--- config.mk ---
export PLATFORM = sky130hd
export DESIGN_NAME = uart_echo_responder
export DESIGN_NICKNAME = d
export VERILOG_FILES = /design/src/rtl/uart_echo_pkg.sv /design/src/rtl/uart_echo_fifo.sv /design/src/rtl/uart_echo_responder.sv
export SDC_FILE = /design/constraint.sdc
export NUM_CORES = 1
export LEC_CHECK = 0
export ABC_AREA = 0
export CAP_MARGIN = 20
export CORE_ASPECT_RATIO = 0.75
export CORE_UTILIZATION = 60
export DETAILED_ROUTE_END_ITERATION = 10
export MAX_ROUTING_LAYER = met4
export PLACE_DENSITY = 0.79
export SYNTH_ARGS = -nofsm -noshare
export SYNTH_HDL_FRONTEND = slang
export SYNTH_HIERARCHICAL = 1
export SYNTH_SLANG_ARGS = --single-unit
--- constraint.sdc ---
create_clock -name clk -period 2.6 [get_ports clk]
set_input_delay 0.52 -clock clk [delete_from_list [all_inputs] [get_ports clk]]
set_output_delay 0.52 -clock clk [all_outputs]
set_load 0.1 [all_outputs]
--- src/rtl/uart_echo_pkg.sv ---
// Shared state encoding and frame constants for the UART echo responder.
package uart_echo_pkg;

  typedef enum logic [1:0] {
    ST_IDLE  = 2'd0,
    ST_START = 2'd1,
    ST_DATA  = 2'd2,
    ST_STOP  = 2'd3
  } uart_state_e;

  localparam int DATA_BITS = 8;
  localparam int STOP_BITS = 1;

  function automatic int calc_bit_cycles(input int clk_hz, input int baud);
    return clk_hz / baud;
  endfunction

endpackage

--- src/rtl/uart_echo_fifo.sv ---
// Synchronous FIFO, DEPTH x WIDTH; head word is valid combinationally while not empty.
module uart_echo_fifo #(
  parameter int DEPTH = 4,
  parameter int WIDTH = 8
) (
  input  logic             clk,
  input  logic             reset,
  input  logic             push,
  input  logic [WIDTH-1:0] din,
  input  logic             pop,
  output logic [WIDTH-1:0] dout,
  output logic             full,
  output logic             empty
);

  localparam int AW = $clog2(DEPTH);

  logic [WIDTH-1:0] mem_q [DEPTH];
  logic [AW:0]      wr_ptr_q;
  logic [AW:0]      rd_ptr_q;
  logic             wr_en;
  logic             rd_en;

  assign empty = (wr_ptr_q == rd_ptr_q);
  assign full  = (wr_ptr_q[AW] != rd_ptr_q[AW]) &&
                 (wr_ptr_q[AW-1:0] == rd_ptr_q[AW-1:0]);

  // A pop in the same cycle frees the slot, so a push into a full FIFO still lands.
  assign wr_en = push && (!full || pop);
  assign rd_en = pop && !empty;
  assign dout  = mem_q[rd_ptr_q[AW-1:0]];

  always_ff @(posedge clk) begin
    if (reset) begin
      wr_ptr_q <= '0;
      rd_ptr_q <= '0;
    end else begin
      if (wr_en) wr_ptr_q <= wr_ptr_q + 1'b1;
      if (rd_en) rd_ptr_q <= rd_ptr_q + 1'b1;
    end
  end

  always_ff @(posedge clk) begin
    if (wr_en) mem_q[wr_ptr_q[AW-1:0]] <= din;
  end

endmodule

--- src/rtl/uart_echo_responder.sv ---
// 8N1 UART loopback peer: received bytes are buffered and retransmitted unchanged.
// tx_hold parks the transmitter so the FIFO fills; bytes arriving while full are dropped.
module uart_echo_responder
  import uart_echo_pkg::*;
#(
  parameter int clk_freq   = 1_000_000,
  parameter int baud_rate  = 9600,
  parameter int fifo_depth = 4
) (
  input  logic        clk,
  input  logic        reset,
  input  logic        rx,
  output logic        tx,
  input  logic        tx_hold,
  output logic        busy,
  output logic        overflow,
  output logic        framing_error,
  output logic [15:0] rx_count
);

  localparam int BIT_CYCLES  = calc_bit_cycles(clk_freq, baud_rate);
  localparam int HALF_CYCLES = BIT_CYCLES / 2;
  localparam int STOP_CYCLES = STOP_BITS * BIT_CYCLES;
  localparam int CNT_W       = (STOP_CYCLES > 2) ? $clog2(STOP_CYCLES) : 1;
  localparam int IDX_W       = $clog2(DATA_BITS);

  localparam logic [CNT_W-1:0] BIT_LAST  = CNT_W'(BIT_CYCLES - 1);
  localparam logic [CNT_W-1:0] HALF_LAST = CNT_W'(HALF_CYCLES - 1);
  localparam logic [CNT_W-1:0] STOP_LAST = CNT_W'(STOP_CYCLES - 1);
  localparam logic [IDX_W-1:0] IDX_LAST  = IDX_W'(DATA_BITS - 1);

  logic [1:0]           rx_sync_q;
  logic                 rx_s;

  uart_state_e          rx_state_q;
  logic [CNT_W-1:0]     rx_cnt_q;
  logic [IDX_W-1:0]     rx_idx_q;
  logic [DATA_BITS-1:0] rx_shift_q;
  logic                 rx_armed_q;
  logic                 framing_error_q;

  uart_state_e          tx_state_q;
  logic [CNT_W-1:0]     tx_cnt_q;
  logic [IDX_W-1:0]     tx_idx_q;
  logic [DATA_BITS-1:0] tx_shift_q;
  logic                 tx_q;

  logic [15:0]          rx_count_q;
  logic [15:0]          rx_count_d;
  logic                 overflow_q;

  logic                 rx_push_req;
  logic                 rx_accept;
  logic                 rx_drop;
  logic                 tx_pop;
  logic                 fifo_full;
  logic                 fifo_empty;
  logic [DATA_BITS-1:0] fifo_dout;

  always_ff @(posedge clk) begin
    if (reset) rx_sync_q <= 2'b11;
    else       rx_sync_q <= {rx_sync_q[0], rx};
  end
  assign rx_s = rx_sync_q[1];

  // Stop-bit sample with a high line: the byte is handed to the FIFO on this edge.
  assign rx_push_req = (rx_state_q == ST_STOP) && (rx_cnt_q == BIT_LAST) && rx_s;
  assign tx_pop      = (tx_state_q == ST_IDLE) && !fifo_empty && !tx_hold;
  assign rx_accept   = rx_push_req && (!fifo_full || tx_pop);
  assign rx_drop     = rx_push_req && fifo_full && !tx_pop;

  uart_echo_fifo #(
    .DEPTH (fifo_depth),
    .WIDTH (DATA_BITS)
  ) u_fifo (
    .clk   (clk),
    .reset (reset),
    .push  (rx_push_req),
    .din   (rx_shift_q),
    .pop   (tx_pop),
    .dout  (fifo_dout),
    .full  (fifo_full),
    .empty (fifo_empty)
  );

  always_ff @(posedge clk) begin
    if (reset) begin
      rx_state_q      <= ST_IDLE;
      rx_cnt_q        <= '0;
      rx_idx_q        <= '0;
      rx_shift_q      <= '0;
      rx_armed_q      <= 1'b0;
      framing_error_q <= 1'b0;
    end else begin
      framing_error_q <= 1'b0;
      case (rx_state_q)
        ST_IDLE: begin
          rx_cnt_q <= '0;
          if (!rx_armed_q)  rx_armed_q <= rx_s;
          else if (!rx_s)   rx_state_q <= ST_START;
        end
        ST_START: begin
          if (rx_cnt_q == HALF_LAST) begin
            rx_cnt_q   <= '0;
            rx_idx_q   <= '0;
            rx_state_q <= rx_s ? ST_IDLE : ST_DATA;
          end else begin
            rx_cnt_q <= rx_cnt_q + 1'b1;
          end
        end
        ST_DATA: begin
          if (rx_cnt_q == BIT_LAST) begin
            rx_cnt_q   <= '0;
            rx_shift_q <= {rx_s, rx_shift_q[DATA_BITS-1:1]};
            if (rx_idx_q == IDX_LAST) rx_state_q <= ST_STOP;
            else                      rx_idx_q   <= rx_idx_q + 1'b1;
          end else begin
            rx_cnt_q <= rx_cnt_q + 1'b1;
          end
        end
        ST_STOP: begin
          if (rx_cnt_q == BIT_LAST) begin
            rx_cnt_q   <= '0;
            rx_state_q <= ST_IDLE;
            // A low stop bit means the line may still be held low; wait for high before re-arming.
            if (!rx_s) begin
              framing_error_q <= 1'b1;
              rx_armed_q      <= 1'b0;
            end
          end else begin
            rx_cnt_q <= rx_cnt_q + 1'b1;
          end
        end
        default: rx_state_q <= ST_IDLE;
      endcase
    end
  end

  assign rx_count_d = rx_count_q + 16'd1;

  always_ff @(posedge clk) begin
    if (reset) begin
      rx_count_q <= '0;
      overflow_q <= 1'b0;
    end else begin
      if (rx_accept) rx_count_q <= rx_count_d;
      if (rx_drop)   overflow_q <= 1'b1;
    end
  end

  // tx_q follows the state one cycle late; the constant lag keeps every bit exactly BIT_CYCLES wide.
  always_ff @(posedge clk) begin
    if (reset) begin
      tx_state_q <= ST_IDLE;
      tx_cnt_q   <= '0;
      tx_idx_q   <= '0;
      tx_shift_q <= '0;
      tx_q       <= 1'b1;
    end else begin
      case (tx_state_q)
        ST_IDLE: begin
          tx_q     <= 1'b1;
          tx_cnt_q <= '0;
          if (tx_pop) begin
            tx_shift_q <= fifo_dout;
            tx_state_q <= ST_START;
          end
        end
        ST_START: begin
          tx_q <= 1'b0;
          if (tx_cnt_q == BIT_LAST) begin
            tx_cnt_q   <= '0;
            tx_idx_q   <= '0;
            tx_state_q <= ST_DATA;
          end else begin
            tx_cnt_q <= tx_cnt_q + 1'b1;
          end
        end
        ST_DATA: begin
          tx_q <= tx_shift_q[0];
          if (tx_cnt_q == BIT_LAST) begin
            tx_cnt_q   <= '0;
            tx_shift_q <= {1'b0, tx_shift_q[DATA_BITS-1:1]};
            if (tx_idx_q == IDX_LAST) tx_state_q <= ST_STOP;
            else                      tx_idx_q   <= tx_idx_q + 1'b1;
          end else begin
            tx_cnt_q <= tx_cnt_q + 1'b1;
          end
        end
        ST_STOP: begin
          tx_q <= 1'b1;
          if (tx_cnt_q == STOP_LAST) begin
            tx_cnt_q   <= '0;
            tx_state_q <= ST_IDLE;
          end else begin
            tx_cnt_q <= tx_cnt_q + 1'b1;
          end
        end
        default: tx_state_q <= ST_IDLE;
      endcase
    end
  end

  assign tx            = tx_q;
  assign busy          = !fifo_empty || (tx_state_q != ST_IDLE);
  assign overflow      = overflow_q;
  assign framing_error = framing_error_q;
  assign rx_count      = rx_count_q;

endmodule

# Word level (Yosys, flattened, before mapping)
# Memory sizes are Yosys's and may differ from the RTL's. A register that Yosys moved wholly into a read port is not among the register bits.
# Cells that the tools add are included.
dict set report word_totals {
  ff_bits 68
  ram_bits 32
  input_bits 4
  n_memories 1
}
dict set report classes {
  mux 40
  n_eq_ne 28
  bitwise 2
  add_sub_neg 7
  reduce_logical 33
}
# memory words word_bits rd rd_clocked_by_memory_dff wr line
set mem_list {}
lappend mem_list {u_fifo.mem_q 4 8 1 1 1 uart_echo_fifo.sv:18} ;# logic [WIDTH-1:0] mem_q [DEPTH];
# operator n
set ops {}
lappend ops {{$mux 2} 14}
lappend ops {{$ne 2x2->1 const B} 13}
lappend ops {{$mux 7} 3}
lappend ops {{$pmux 7 s3} 1}
lappend ops {{$mux 3} 6}
lappend ops {{$add 16x1->16 const B} 1}
lappend ops {{$mux 8} 2}
lappend ops {{$pmux 2 s4} 2}
lappend ops {{$pmux 8 s2} 1}
lappend ops {{$add 7x1->7 const B} 2}
lappend ops {{$eq 7x7->1 const B} 2}
lappend ops {{$pmux 7 s2} 1}
lappend ops {{$add 3x1->3 const B} 4}
lappend ops {{$pmux 3 s2} 2}
lappend ops {{$reduce_bool 2->1} 5}
lappend ops {{$logic_and 1x1->1} 9}
lappend ops {{$eq 2x2->1 const B} 4}
lappend ops {{$reduce_and 4->1} 2}
lappend ops {{$eq 7x6->1 const B} 1}
lappend ops {{$eq 3x3->1 const B} 2}
lappend ops {{$mux 1} 6}
lappend ops {{$reduce_and 3->1} 2}
lappend ops {{$reduce_and 6->1} 1}
lappend ops {{$reduce_or 3->1} 2}
lappend ops {{14 further kinds} 22}

# Logic depth before layout (Yosys ltp)
# Gate-level depths: netlist (run 1).
dict set report depth {
  word_depth 8
  mapped_depth 9
  ltp_nobuf 7
}

# Cells and area by module
# Netlist (run 1), hierarchy kept.
# module instances seq_area_each_um2 cells_per_inst area_each_um2
set by_module_without_submodules {}
lappend by_module_without_submodules {uart_echo_responder 1 1241.2 343 2995.4}
lappend by_module_without_submodules {uart_echo_fifo 1 1121.1 97 1699.1}

# Worst setup path after synthesis (run 1)
# Ideal clock, no wire load.
dict set report synth_path {
  path_kind {register to register}
  startpoint {reg rx_count_q[3] (netlist: rx_count[3])}
  endpoint {reg rx_count_q[9] (netlist: rx_count[9])}
  path_stages_with_launch 6
  n_path_buf 1
  synth_period_minus_slack_ps 2358
  t_required_ps 2530
  arrival_ps 2287
  slack_ps 242
  path_cell_list {dfxtp_1 -> and4_1 -> clkbuf_1 -> nand3_1 -> or4_1 -> a21oi_1}
}
dict set report synth_between {
  elab_chain_cells 1
}
# element line
set synth_rtl {}
lappend synth_rtl {{from (decl)} uart_echo_responder.sv:48} ;# logic [15:0] rx_count_q;
lappend synth_rtl {{from (signal assigned)} uart_echo_responder.sv:146} ;# if (rx_accept) rx_count_q <= rx_count_d;
lappend synth_rtl {{$add 16x1->16} uart_echo_responder.sv:139} ;# assign rx_count_d = rx_count_q + 16'd1;
# Every way passes these cells.
# A chain may end at the register's enable or synchronous reset.

# Worst setup path after layout (run 1)
dict set report layout_path {
  startpoint {reg u_fifo.wr_ptr_q[1]}
  endpoint {out busy}
}
dict set report layout_between {
  elab_chain_cells 3
}
# element line
set layout_rtl {}
lappend layout_rtl {{from (decl)} uart_echo_fifo.sv:19} ;# logic [AW:0] wr_ptr_q;
lappend layout_rtl {{from (signal assigned)} uart_echo_fifo.sv:38} ;# if (wr_en) wr_ptr_q <= wr_ptr_q + 1'b1;
lappend layout_rtl {{$eq 3x3->1} uart_echo_fifo.sv:24} ;# assign empty = (wr_ptr_q == rd_ptr_q);
lappend layout_rtl {{named net fifo_empty} uart_echo_responder.sv:57} ;# logic fifo_empty;
lappend layout_rtl {{$logic_not 1->1} uart_echo_responder.sv:205} ;# assign busy = !fifo_empty || (tx_state_q != ST_IDLE);
lappend layout_rtl {{$logic_or 1x1->1} uart_echo_responder.sv:205}
lappend layout_rtl {{to (decl)} uart_echo_responder.sv:15} ;# output logic busy,
# The timed path passes the listed nets, and every way through them passes these cells.

==> results.md, run 1 <==
- Post-synth top area cell: dfxtp_1
- Core Area: 7470 sq um
- Root Driver: clkbuf_8
- Postcts setup bufs: 0
- Total track usage: 24.1%
- NumNets Final: 486
- Initial antenna violation count: 0
- Routability cong.: 0.790
- Worst-Margin Slew: 0.982 ns
- Worst-path fanout max: 6
- Inst Count DP: 555
- DR pass1 iterations: 5
- Synthesized flop and latch total: 102
- Final setup fails: 0
- First DRT Iteration DRCs: 143
- Final Core Density: 69.5%
- Max clock buf depth: 2
- Final Worst Setup Slack: 0.153 ns
- Sw frac: 29.2%
- Setup_tns: 0 ns
- Number of diodes: 0
- Syn nets: 461
- Layout Cells excl Fill: 571
- Achievable Freq: 0.409 GHz
- Antenna Violating Nets Remaining: 0
- Library cells used by synthesis: 63
- CTS tree: yes
- Worst Path Arrival: 1.93 ns
- Unrepaired setup endpoints after global routing: false
- TritonCTS Buffers: 9
- Hold buffers post-CTS: 0
- Pwr Total: 3.13 mW
- Required time of the critical path: 2.08 ns
- Site row count: 27
- Syn avg cell area: 10.7 sq um
- LEAKAGE: 1.76 nW
- Initial Util: 62.9%
- Startpoint Class: register
- Clk_skew: 0.0145 ns
- Internal power: 2.21 mW
- Final hold slack: 0.432 ns
- Cell Area, Synth: 4690 sq um
- CTS clk-pin slew, worst paths: 0.10 ns
- Period minus WS final: 2.45 ns
- Die area: 8190 sq um
- Hold/Removal Path Class: reg2reg
- Vias per std cell: 5.93
- Syn Inst Count: 440
- Overflow left after global routing: 0
- Async S/R FF share, synth: 0%
- Fin. Hold Viols: 0
- Final period util: 94.1%
- Pwr/cell area: 602 nW/um^2
- Most common cell after layout, fill and taps aside: dfxtp_1
- I/O Buffers: 23
- Flop pwr share: 54.5%
- Post-DP HPWL: 6410 microns
- Ys Warns: 6
- Setup WS pre-CTS: 0.152 ns
- Combinational share of power: 16.6%
- Leading cell types in the layout, fill and taps excluded: dfxtp_1, a21oi_1, buf_4
- Area Overhead vs Synth: 10.6%
- CTS Sinks: 102
- Die height: 78.6 microns
- First-pass GRT wire length: 15000 microns
- H-tree depth: 3
- Max-slew headroom: 34.4%
- Clock latency on the worst-skew pair: 0.37 ns
- Die X: 104 microns
- Routed WL per cell: 15.5 microns
- Sequential element share of the synthesized area: 50.3%
- DRC viols: 0
- Top cell type's share of synthesized area: 29.9%
- Post-synth EDFFs: 32
- Layout cells sized above 1: 16.0%
- CP Capture Type: primary output
- CTS resizes: 0
- Main synth FF type: dfxtp_1
- Vias in the first global route: 3143
- Synth top area cells: dfxtp_1, edfxtp_1, ha_1, a21oi_1, mux4_2
- Critical path class: reg2out
- Via count: 3388
- Routed wire length: 8850 microns
- Peak VDD IR: 541 uV
- Final Cell Area: 5190 sq um
- Dpl cell area: 5010 sq um
- Switch Pwr: 0.912 mW
- Slew Limit Fails: 0
- Largest net degree at the start of global routing: 31
- # fillers: 562
- Status: completed
- # IOs: 24
- Clock Power Share: 28.9%
- Max_cap viols: 0
## state kept, by name (all words and copies together), names as in the netlist, 2 cells and up, named ones only
register,cells
u_fifo/wr_ptr_q,3
tx_state_q,2
rx_shift_q,8
tx_idx_q,3
tx_cnt_q,7
tx_shift_q,8
rx_count,16
rx_cnt_q,7
rx_idx_q,3
u_fifo/rd_ptr_q,3
u_fifo/mem_q,32
rx_sync_q,2
## cell usage after synthesis (all sizes together) (2+ instances only)
cell	n
nor4	2
or2	3
nor2b	8
nor2	33
a311oi	7
and2	4
nor3b	5
xnor2	9
a31oi	2
nand2b	5
o21bai	2
ha	17
a2111oi	2
nand4	11
mux2i	10
nand4b	2
clkbuf	12
o31ai	13
nand3	16
mux2	5
edfxtp	32
o211ai	5
inv	17
nand2	31
nor3	3
dfxtp	70
or3	3
buf	13
and4	2
a21oi	41
mux4	8
o21ai	6
xor2	5
or4	12
a211oi	2
a41oi	2
and3b	2
and3	3
## cell families after synthesis
| kind of cell | after synthesis | synth area share [%] |
|---|---|---|
| AOI/OAI and AO/OA | 92 | 13.2 |
| xor gates and xnor gates | 14 | 3.09 |
| adders and majority gates | 17 | 4.53 |
| buffers and inverters | 42 | 3.78 |
| DFF | 102 | 50.3 |
| muxes | 23 | 7.25 |
| and+or+nand+nor | 150 | 17.8 |
## metal layers
metal | wire length [microns] | track usage, %
met1 | 4520 | 33.6
met2 | 3820 | 34.5
met3 | 418 | 5.65
met4 | 96 | 8.43
met5 | 0 | -
## power groups by stage
stage / registers [mW] / clock network, mW / logic [mW]
floorplan: 1.78 / 0 / 0.336
global placement: 1.74 / 0 / 0.510
detailed placement: 1.74 / 0 / 0.514
CTS: 1.70 / 0.938 / 0.517
global route: 1.71 / 1.01 / 0.561
finish: 1.70 / 0.905 / 0.519
## worst paths after layout
path | from | endpoint | slack, ns | cells past startpoint
hold reg to reg | rx_sync_q[0] | rx_sync_q[1] | 0.43 | 1
setup / recovery | u_fifo/wr_ptr_q[1] | busy | 0.15 | 5
hold / removal | rx_sync_q[0] | rx_sync_q[1] | 0.43 | 1
setup reg to reg | u_fifo/wr_ptr_q[1] | u_fifo/mem_q[1][1] | 0.27 | 7
## worst max-delay path: stages (launching register included)
cell	delay, ns
dfxtp_1	0.39
xnor2_2	0.38
nand2_1	0.14
nor2_1	0.28
nand2_1	0.17
buf_12	0.20
## area by class of cell
type	instances	area [sq um]	area share, %
tap	101	126	2.43
inverter	17	63.8	1.23
timing repair buffer	39	308	5.93
clock inverter	7	52.6	1.01
clock buffer	9	124	2.39
multi-input combinational	296	2150	41.5
sequential	102	2360	45.5
Power figures use the tool's default switching activity.
==> run 2: changes to the inputs <==
--- a/config.mk
+++ b/config.mk
@@ -12,6 +12,7 @@
 export DETAILED_ROUTE_END_ITERATION = 10
 export MAX_ROUTING_LAYER = met4
 export PLACE_DENSITY = 0.79
+export SLEW_MARGIN = 20
 export SYNTH_ARGS = -nofsm -noshare
 export SYNTH_HDL_FRONTEND = slang
 export SYNTH_HIERARCHICAL = 1
==> results of run 2 <==
Same layout as run 1: the final DEF is identical, and so are final timing and power.
==> run 3: changes to the inputs <==
--- a/config.mk
+++ b/config.mk
@@ -9,6 +9,7 @@
 export CAP_MARGIN = 20
 export CORE_ASPECT_RATIO = 0.75
 export CORE_UTILIZATION = 60
+export CTS_CLUSTER_SIZE = 14
 export DETAILED_ROUTE_END_ITERATION = 10
 export MAX_ROUTING_LAYER = met4
 export PLACE_DENSITY = 0.79
==> results of run 3 <==
Same layout as run 1: the final DEF is identical, and so are final timing and power.
